===== config.mk =====
export PLATFORM = sky130hd
export DESIGN_NAME = connect4_fsm
export DESIGN_NICKNAME = d
export VERILOG_FILES = /design/src/rtl/connect4_fsm.sv
export SDC_FILE = /design/constraint.sdc
export NUM_CORES = 1
export LEC_CHECK = 0
export ABC_AREA = 1
export ABC_CLOCK_PERIOD_IN_PS = 1600
export CAP_MARGIN = 25
export CORE_AREA = 2 2 39 41
export CTS_CLUSTER_DIAMETER = 80
export DETAILED_ROUTE_END_ITERATION = 8
export DIE_AREA = 0 0 41 43
export PLACE_DENSITY_LB_ADDON = 0.3
export SYNTH_ARGS = -nofsm -noshare
export SYNTH_HDL_FRONTEND = slang
export SYNTH_SLANG_ARGS = --single-unit

===== constraint.sdc =====
create_clock -name clk -period 1.6 [get_ports clk]
set_clock_uncertainty 0.2 [all_clocks]
set_input_delay 0.4 -clock clk [delete_from_list [all_inputs] [get_ports clk]]
set_output_delay 0.4 -clock clk [all_outputs]
set_load 0.01 [all_outputs]

===== src/rtl/connect4_fsm.sv =====
// Turn and result sequencer for a two-player Connect Four game.
// Tracks whose move it is, asks for a re-throw on a full column, and latches the final outcome.
module connect4_fsm (
  input  logic       clk,
  input  logic       reset,
  input  logic       invalid_column,
  input  logic       player_turn,
  input  logic [1:0] in_game_status,
  output logic [1:0] out_game_status,
  output logic [1:0] current_state,
  output logic       throw_again
);

  typedef enum logic [1:0] {
    P1_TURN = 2'b00,
    P2_TURN = 2'b01,
    WIN     = 2'b10,
    TIE     = 2'b11
  } state_t;

  typedef enum logic [1:0] {
    EVAL_PLAYING = 2'b00,
    EVAL_WON     = 2'b01,
    EVAL_FULL    = 2'b10,
    EVAL_RSVD    = 2'b11
  } eval_t;

  localparam logic [1:0] RES_NONE   = 2'b00;
  localparam logic [1:0] RES_P1_WIN = 2'b01;
  localparam logic [1:0] RES_P2_WIN = 2'b10;
  localparam logic [1:0] RES_TIE    = 2'b11;

  state_t state;
  eval_t  eval;

  assign eval          = eval_t'(in_game_status);
  assign current_state = state;

  // NOTE: every register here is updated with <= so all of them sample the
  // same pre-edge values; blocking = would let later lines see new state.
  always_ff @(posedge clk) begin
    if (reset) begin
      state           <= P1_TURN;
      out_game_status <= RES_NONE;
      throw_again     <= 1'b0;
    end else begin
      unique case (state)
        WIN, TIE: begin
          // Terminal: result frozen until reset, inputs ignored.
          state           <= state;
          out_game_status <= out_game_status;
          throw_again     <= 1'b0;
        end
        default: begin
          unique case (eval)
            EVAL_WON: begin
              state           <= WIN;
              out_game_status <= (state == P1_TURN) ? RES_P1_WIN : RES_P2_WIN;
              throw_again     <= 1'b0;
            end
            EVAL_FULL: begin
              state           <= TIE;
              out_game_status <= RES_TIE;
              throw_again     <= 1'b0;
            end
            default: begin
              // Playing (reserved code behaves the same): full column wins over turn request.
              out_game_status <= RES_NONE;
              if (invalid_column) begin
                state       <= state;
                throw_again <= 1'b1;
              end else begin
                state       <= player_turn ? P2_TURN : P1_TURN;
                throw_again <= 1'b0;
              end
            end
          endcase
        end
      endcase
    end
  end

endmodule


==> results of run 1 <==
## report_power, final
group	leakage, uW	switching, uW	total [uW]	internal, uW
registers	0.0000412	5.77	141	135
clock network	0.0000150	50.4	145	94.2
logic	0.000192	46.3	93.1	46.8
## flip-flops by register name (all words and copies together), names as in the netlist
register         count
out_game_status      2
throw_again          1
current_state        2
## placed cells by master (no fill, tap or decap), types with 2 or more instances in the layout
| cell type | count |
|---|---|
| inv_1 | 5 |
| clkbuf_4 | 3 |
| dlygate4sd2_1 | 6 |
| a21oi_1 | 2 |
| dfxtp_1 | 5 |
| a21oi_2 | 2 |
| inv_2 | 4 |
| nor2_1 | 3 |
| buf_4 | 3 |
| clkdlybuf4s50_1 | 3 |
| nand2_1 | 13 |
## synth_stat cells, drive strengths merged
library cell  instances
nor4                  1
o21ai                 1
nor2                  3
a21oi                 4
dfxtp                 5
nand2                13
inv                   9
nand3                 2
ha                    3
## cells by family (layout without fill, tap and decap cells)
| group | Yosys count | count (layout) | synth area share, % |
|---|---|---|---|
| AND/OR/NAND/NOR | 19 | 19 | 27.6 |
| buffers and inverters | 9 | 26 | 12.2 |
| AO/OA/AOI/OAI | 5 | 5 | 10.4 |
| flip-flops | 5 | 5 | 36.2 |
| adder cells (fa/ha/maj) | 3 | 3 | 13.6 |
## worst paths after layout
check                                        from                              end  depth (start not counted)
hold / removal    out_game_status[0]$_SDFFE_PP0N_  out_game_status[0]$_SDFFE_PP0N_                          2
setup / recovery    current_state[0]$_SDFFE_PP0P_                 current_state[0]                          1
hold reg to reg   out_game_status[0]$_SDFFE_PP0N_  out_game_status[0]$_SDFFE_PP0N_                          2
setup reg to reg    current_state[1]$_SDFFE_PP0P_  out_game_status[0]$_SDFFE_PP0N_                          6
## area by class of cell
type / count / area (um^2)
sequential: 5 / 100
timing repair buffer: 13 / 118
fill: 154 / 920
multi-input combinational: 27 / 166
tap: 16 / 20.0
inverter: 9 / 33.8
clock buffer: 4 / 26.3
## timing repair
item | in CTS | in global routing
hold buffers | 0 | 0
gates resized for setup | 10 | 3
pin swaps | 1 | 0
setup endpoints to repair | 6 | 3
## metrics by stage
stage / setup slack [ps] / hold slack, ps / util (%)
after global placement: -302 / 246 / 30.3
after CTS: 32.2 / 256 / 33.1
after global routing: 43.1 / 273 / 33.5
after floorplan: 255 / 262 / -
final: 95.9 / 253 / 33.5
after detailed placement: -307 / 253 / 30.3
## layer usage
metal,share of wire [%],up-vias,track usage (%)
li1,-,159,-
met1,41,117,9.87
met2,46,10,12.5
met3,8.4,4,2.09
met4,4.5,0,12.0
met5,0,-,0
==> reports/qor.yml, run 1 <==
floorplan:
  num_io_pins: 11
  row_count: 14
  initial_core_util_pct: 20.0
  core_area_mm2: 0.00138
  die_y_um: 43
  design.die.area_mm2: 0.00176
  die_width_um: 41
synth:
  yosysTopAreaCell: "dfxtp_1"
  yosysWarnings: 0
  syn_inst: 41
  synth.distinct_cells: 11
  synthTopCellsByArea: "dfxtp_1 (36%), nand2_1 (18%), ha_1 (14%)"
  yosysTopAreaCellShare_pct: 36.2
  synth.net_count: 50
  postSynthAreaPerCell_um2: 6.74
  ys_seq_area_share_pct: 36.2
  ys_seq_elements: 5
  syn_area_um2: 277
place:
  post-place-cells: 70
  port_buffers: 10
  place_area_um2: 419
  gp_congestion: 0.714
  dp_hpwl_um: 437
cts:
  root_buffer: "clkbuf_4"
  post_cts_buffers: 0
  cts_htree_levels: 1
  cts_buffers: 3
  cts_tree: "done"
  cts_buffer_depth: 2
  cts.sinks: 5
  clk_pin_slew_ps: 40
  insertion_delay_ps: 240
cells_and_area:
  synthToLayoutAreaGrowth_pct: 67.9
  finalNetCount: 68
  fin_cells: 74
  num_antenna_cells: 0
  fin_area_um2: 464
  drive_above_1_share_pct: 25.9
global_route:
  grt.overflow.total: 0
  track_usage_pct: 9.31
  grt_pass1_wl_um: 1030
  antenna_found_initial: 0
  grt_max_degree: 8
  grt_pass1_vias: 260
timing:
  slew_viol_final: 0
  fmax_ghz: 0.665
  hold_viol: 0
  slew_headroom_pct: 84.0
  fin_crit_sh_pct: 94.0
  layout_min_cycle_time_ps: 1500
  worst-slew-pin-transition_ps: 237
  rsz0062_at_grt: "no"
  finalSetupViolCount: 0
  timing.setup.tns_ps: 0
setup_path:
  crit_path_max_incr_delay_ps: 380
  path_cells: "dlygate4sd2_1"
  r2r_setup_slack_ps: 530
  endpoint_kind: "output pin"
  critPathArrivalTime_ps: 900
  critPathLaunchType: "flip-flop"
  path_buf_inv: 1
  worst-path-max-fanout: 4
  worst_path_max_delay_cell: "dfxtp_1"
  worstSetupPathType: "flip-flop to output pin"
  cp_top_family: "flip-flops"
  crit_required_ps: 1000
outcome:
  status: "finished, final reports clean"
route:
  route.vias.total: 290
  dr.pass1.iters: 4
  drtIter0Drc: 4
  wirelength_um: 581
  wl_per_cell_um: 7.85
  ant_nets: 0
  vias_per_cell: 3.92
  drc: 0
power_and_ir_drop:
  peakVddDrop_v: 0.000160
  power_uw: 378
  leakage_uw: 0.000248
  power_density_mw_per_mm2: 815
worst_hold_path:
  hold_path.class: "flip-flop to flip-flop"
flow_run:
  cap_viol_max_count: 0
Note: power is estimated with default switching activity, not from simulation.
==> run 2, diff against run 1 <==
GPL_ROUTABILITY_DRIVEN = 0   (was default)
==> results of run 2 <==
No change in the layout: final DEF, timing and power equal those of run 1.
==> patch 1: new RTL, config.mk and constraints of run 2 <==
Make the reset (`reset`) asynchronous in one clocked block.
--- a/src/rtl/connect4_fsm.sv
+++ b/src/rtl/connect4_fsm.sv
@@ -38,7 +38,7 @@
 
   // NOTE: every register here is updated with <= so all of them sample the
   // same pre-edge values; blocking = would let later lines see new state.
-  always_ff @(posedge clk) begin
+  always_ff @(posedge clk or posedge reset) begin
     if (reset) begin
       state           <= P1_TURN;
       out_game_status <= RES_NONE;
Behaviour: differs if reset is asserted again (counterexample within 4 cycles, from zero or initial values and one cycle with reset high); with reset held inactive, the same outputs for 10 cycles.
==> patch 1 against run 2 <==
- final area up 2.4%
- critical path depth unchanged
- sequential power down 9.9%
- non-clock buffer count up 1
- power down 16%
- critical path type unchanged
- area after synthesis up 3.6%
- register-to-register slack worse by 40 ps
- synthesized cell count down 2.4%
- worst setup slack better by 16 ps
- fmax up 1.1%
- count of clock-buffer cells in the layout unchanged
- routed wire length up 3.6%
- sequential cell count unchanged
==> patch 1: results (changes against run 2) <==
Plain + repair buffers: 14 (+1)
DR iter-0 viols: 8 (+4)
post-synthesis compound-gate area fraction: 1.75% (-8.7 points)
# fillers: 158 (+2.6%)
Setup crit end: out_game_status[0]
Post-DP HPWL: 436 µm (about the same)
register area share after synthesis: 43.7% (+7.5 points)
met3 Track Usage GR: 1.57% (-0.52 points)
worst r2r dst: out_game_status[1]
Min-Delay Path Class: in -> async
R2R depth: 5 (-1)
Critical path origin: out_game_status[0]
switch share: 22.6% (-4.5 points)
Post-Synth Adder-Cell Area: 13.1% (-0.47 points)
Synth area leaders: dfrtp_1, nand2_1, ha_1, inv_1, nor2_1
WL/cell: 8.14 µm (+3.6%)
syn_nets: 49 (-2.0%)
worst reg2reg startpoint: current_state[1]
Static Leak: 0.264 nW (+6.4%)
NonClk Buf Share: 26.3% (+0.98 points)
Worst IR Drop VDD: 212 µV (+33%)
CP Max Fanout: 2 (-2)
Least-Margin Pin Slew: 186 ps (-51.4 ps)
Worst path slowest cell: dfrtp_1
syn_area_per_cell: 7.16 µm² (+6.2%)
outcome: finished, final reports clean
top cells by count, synth: nand2_1, inv_1, dfrtp_1, ha_1, nor2_1
first-pass GRT wire length: 966 µm (-6.0%)
predominant post-synthesis flop cell: dfrtp_1
Seq/total area: 26.3% (+4.8 points)
Register-to-Register Setup Slack: 490 ps (-40 ps)
ys async rst share: 100% (+100 points)
layout cells sized above 1: 17.2% (-8.6 points)
area taken by multi-input logic gates: 149 µm² (-11%)
all-layer global routing usage: 8.63% (-0.67 points)
# resized after CTS: 7 (-3)
Cell Area, Placed: 437 µm² (+4.2%)
power density cells: 670 mW/mm² (-18%)
## patch 1: power by group through the flow
| stage | clock network, W | registers (W) | logic, W |
|---|---|---|---|
| after detailed placement | 0 | 0.000129 | 0.0000425 |
| after global routing | 0.000154 | 0.000127 | 0.0000541 |
| after floorplan | 0 | 0.000129 | 0.0000200 |
| after CTS | 0.000152 | 0.000127 | 0.0000457 |
| final | 0.000144 | 0.000127 | 0.0000474 |
| after global placement | 0 | 0.000129 | 0.0000425 |
## patch 1: how the worst min path moves through the flow
| stage | start | depth (start not counted) | to |
|---|---|---|---|
| 2_1_floorplan | reset | 1 | current_state[0] |
| 3_3_place_gp | out_game_status[0] | 2 | out_game_status[0] |
| 3_5_place_dp | out_game_status[1] | 2 | out_game_status[1] |
| 4_1_cts | reset | 2 | out_game_status[1] |
| 5_1_grt | reset | 2 | out_game_status[1] |
| 6_report | reset | 2 | out_game_status[1] |
==> patch 2: new RTL, flow settings as in run 2 <==
Without the edit above. Add an input register stage for `invalid_column`, `player_turn` and `in_game_status`; this delays them by one clock.
--- a/src/rtl/connect4_fsm.sv
+++ b/src/rtl/connect4_fsm.sv
@@ -30,10 +30,20 @@
   localparam logic [1:0] RES_P2_WIN = 2'b10;
   localparam logic [1:0] RES_TIE    = 2'b11;
 
+  logic invalid_column_q;
+  logic player_turn_q;
+  logic [1:0] in_game_status_q;
+
+  always_ff @(posedge clk) begin
+    invalid_column_q <= invalid_column;
+    player_turn_q    <= player_turn;
+    in_game_status_q <= in_game_status;
+  end
+
   state_t state;
   eval_t  eval;
 
-  assign eval          = eval_t'(in_game_status);
+  assign eval          = eval_t'(in_game_status_q);
   assign current_state = state;
 
   // NOTE: every register here is updated with <= so all of them sample the
@@ -66,11 +76,11 @@
             default: begin
               // Playing (reserved code behaves the same): full column wins over turn request.
               out_game_status <= RES_NONE;
-              if (invalid_column) begin
+              if (invalid_column_q) begin
                 state       <= state;
                 throw_again <= 1'b1;
               end else begin
-                state       <= player_turn ? P2_TURN : P1_TURN;
+                state       <= player_turn_q ? P2_TURN : P1_TURN;
                 throw_again <= 1'b0;
               end
             end
Function: changed (Yosys sat finds a counterexample within 4 cycles, from zero or initial values and one cycle with reset high).
==> patch 2 against run 2 <==
- area after synthesis is 29% higher
- hold slack worse by 3.6 ps
- sequential cell count rose by 4
- power up 32%
- final area rose by 8.6%
- non-clock buffer count is 2 lower
- die area stayed put
- worst setup slack better by 11 ps
- routed wire length up 6.0%
- critical path type unchanged
==> patch 2: results (changes against run 2) <==
final std cells w/o fill: 76 (+2.7%)
max incr delay on CP: 360 ps (-20 ps)
GRT Residual Overflow: 0 (unchanged)
outcome: finished, final reports clean
layout cells sized above 1: 11.7% (-14 points)
yosys warns: 0 (unchanged)
pin count of the biggest net entering global routing: 8 (unchanged)
first-pass GRT wire length: 1.12 mm (+9.3%)
DR iter-0 viols: 1 (-3)
Nets: 70 (+2.9%)
Min-Delay Path Class: reg -> reg
CTS HTree Levels: 1 (unchanged)
register area share after synthesis: 50.5% (+14 points)
Reg clk slew, reported paths: 60 ps (+20 ps)
Least-Margin Pin Slew: 214 ps (-23.1 ps)
iteration count of the initial detailed-routing pass: 2 (-2)
syn_area_per_cell: 7.92 µm² (+17%)
DP Cell Count: 72 (+2.9%)
Synth area leaders: dfxtp_1, nand2_1, ha_1, inv_1, a21oi_1
ys async rst share: 0% (unchanged)
predominant post-synthesis flop cell: dfxtp_1
final antenna diode count: 0 (unchanged)
Post-synth EDFFs: 0 (unchanged)
total wire length: 616 µm (+6.0%)
switch share: 24.9% (-2.2 points)
clock buffer depth: 2 (unchanged)
CP top delay family: flip-flops
top cells by count, synth: nand2_1, dfxtp_1, inv_1
all-layer global routing usage: 10.9% (+1.6 points)
clock latency on the worst-skew pair: 260 ps (+20 ps)
R2R depth: 8 (+2)
post-CTS setup buffer count: 0 (unchanged)
Num CTS Buffers: 3 (unchanged)
Worst IR Drop VDD: 451 µV (+180%)
syn_nets: 54 (+8.0%)
vias in the first global route: 271 (+4.2%)
Place WS: 112 ps (+419 ps)
Cell Area, Placed: 484 µm² (+16%)
Post-DP HPWL: 465 µm (+6.5%)
Distinct cells, synth: 11 (unchanged)
PortBufs: 10 (unchanged)
detailed-route via count: 307 (+5.9%)
CP Max Fanout: 4 (unchanged)
Static Leak: 0.263 nW (+5.9%)
## patch 2: cell count changes after synthesis, sizes merged
cell and delta:
dfxtp +4
## patch 2: metal layers
layer / GRT usage [%] / vias to the layer above / share of wire, %
li1: - / 165 / -
met1: 11.7 / 125 / 42
met2: 12.2 / 13 / 44
met3: 9.42 / 4 / 10
met4: 10.0 / 0 / 4.2
met5: 0 / - / 0
## patch 2: power by group through the flow
stage / Sequential [W] / Combinational, W / Clock [W]
final: 0.000247 / 0.0000815 / 0.000172
after global routing: 0.000249 / 0.0000938 / 0.000200
after CTS: 0.000247 / 0.0000821 / 0.000184
after detailed placement: 0.000253 / 0.0000884 / 0
after global placement: 0.000252 / 0.0000882 / 0
after floorplan: 0.000260 / 0.0000370 / 0
## patch 2: worst paths after layout
check / start / to / slack (ps)
max: current_state[0] / current_state[0] / 110
min: out_game_status[0] / out_game_status[0] / 250
max reg2reg: eval[0] / current_state[0] / 250
min reg2reg: out_game_status[0] / out_game_status[0] / 250
## patch 2: cell type report
type,instances,area (µm²)
inverters,9,33.8
multi-input cells,27,143
repair buffers,11,101
well taps,16,20.0
clock buffers,4,26.3
fillers,147,880
flip-flops and latches,9,180
## patch 2: logic make-up after synthesis
| kind of cell | synth area share [%] |
|---|---|
| AO/OA/AOI/OAI | 8.07 |
| adder cells (fa/ha/maj) | 10.5 |
| buffers and inverters | 9.48 |
| flip-flops | 50.5 |
| AND/OR/NAND/NOR | 21.4 |
## patch 2: stage by stage
| stage | util [%] | hold slack [ps] |
|---|---|---|
| after floorplan | - | 223 |
| after global placement | 35.0 | 242 |
| after detailed placement | 35.0 | 244 |
| after CTS | 36.4 | 252 |
| after global routing | 36.4 | 273 |
| final | 36.4 | 250 |
## patch 2: timing repair
item,in CTS,in global routing
hold buffers,0,0
hold endpoints to repair,0,0
resized for setup,5,0
setup endpoints to repair,5,0
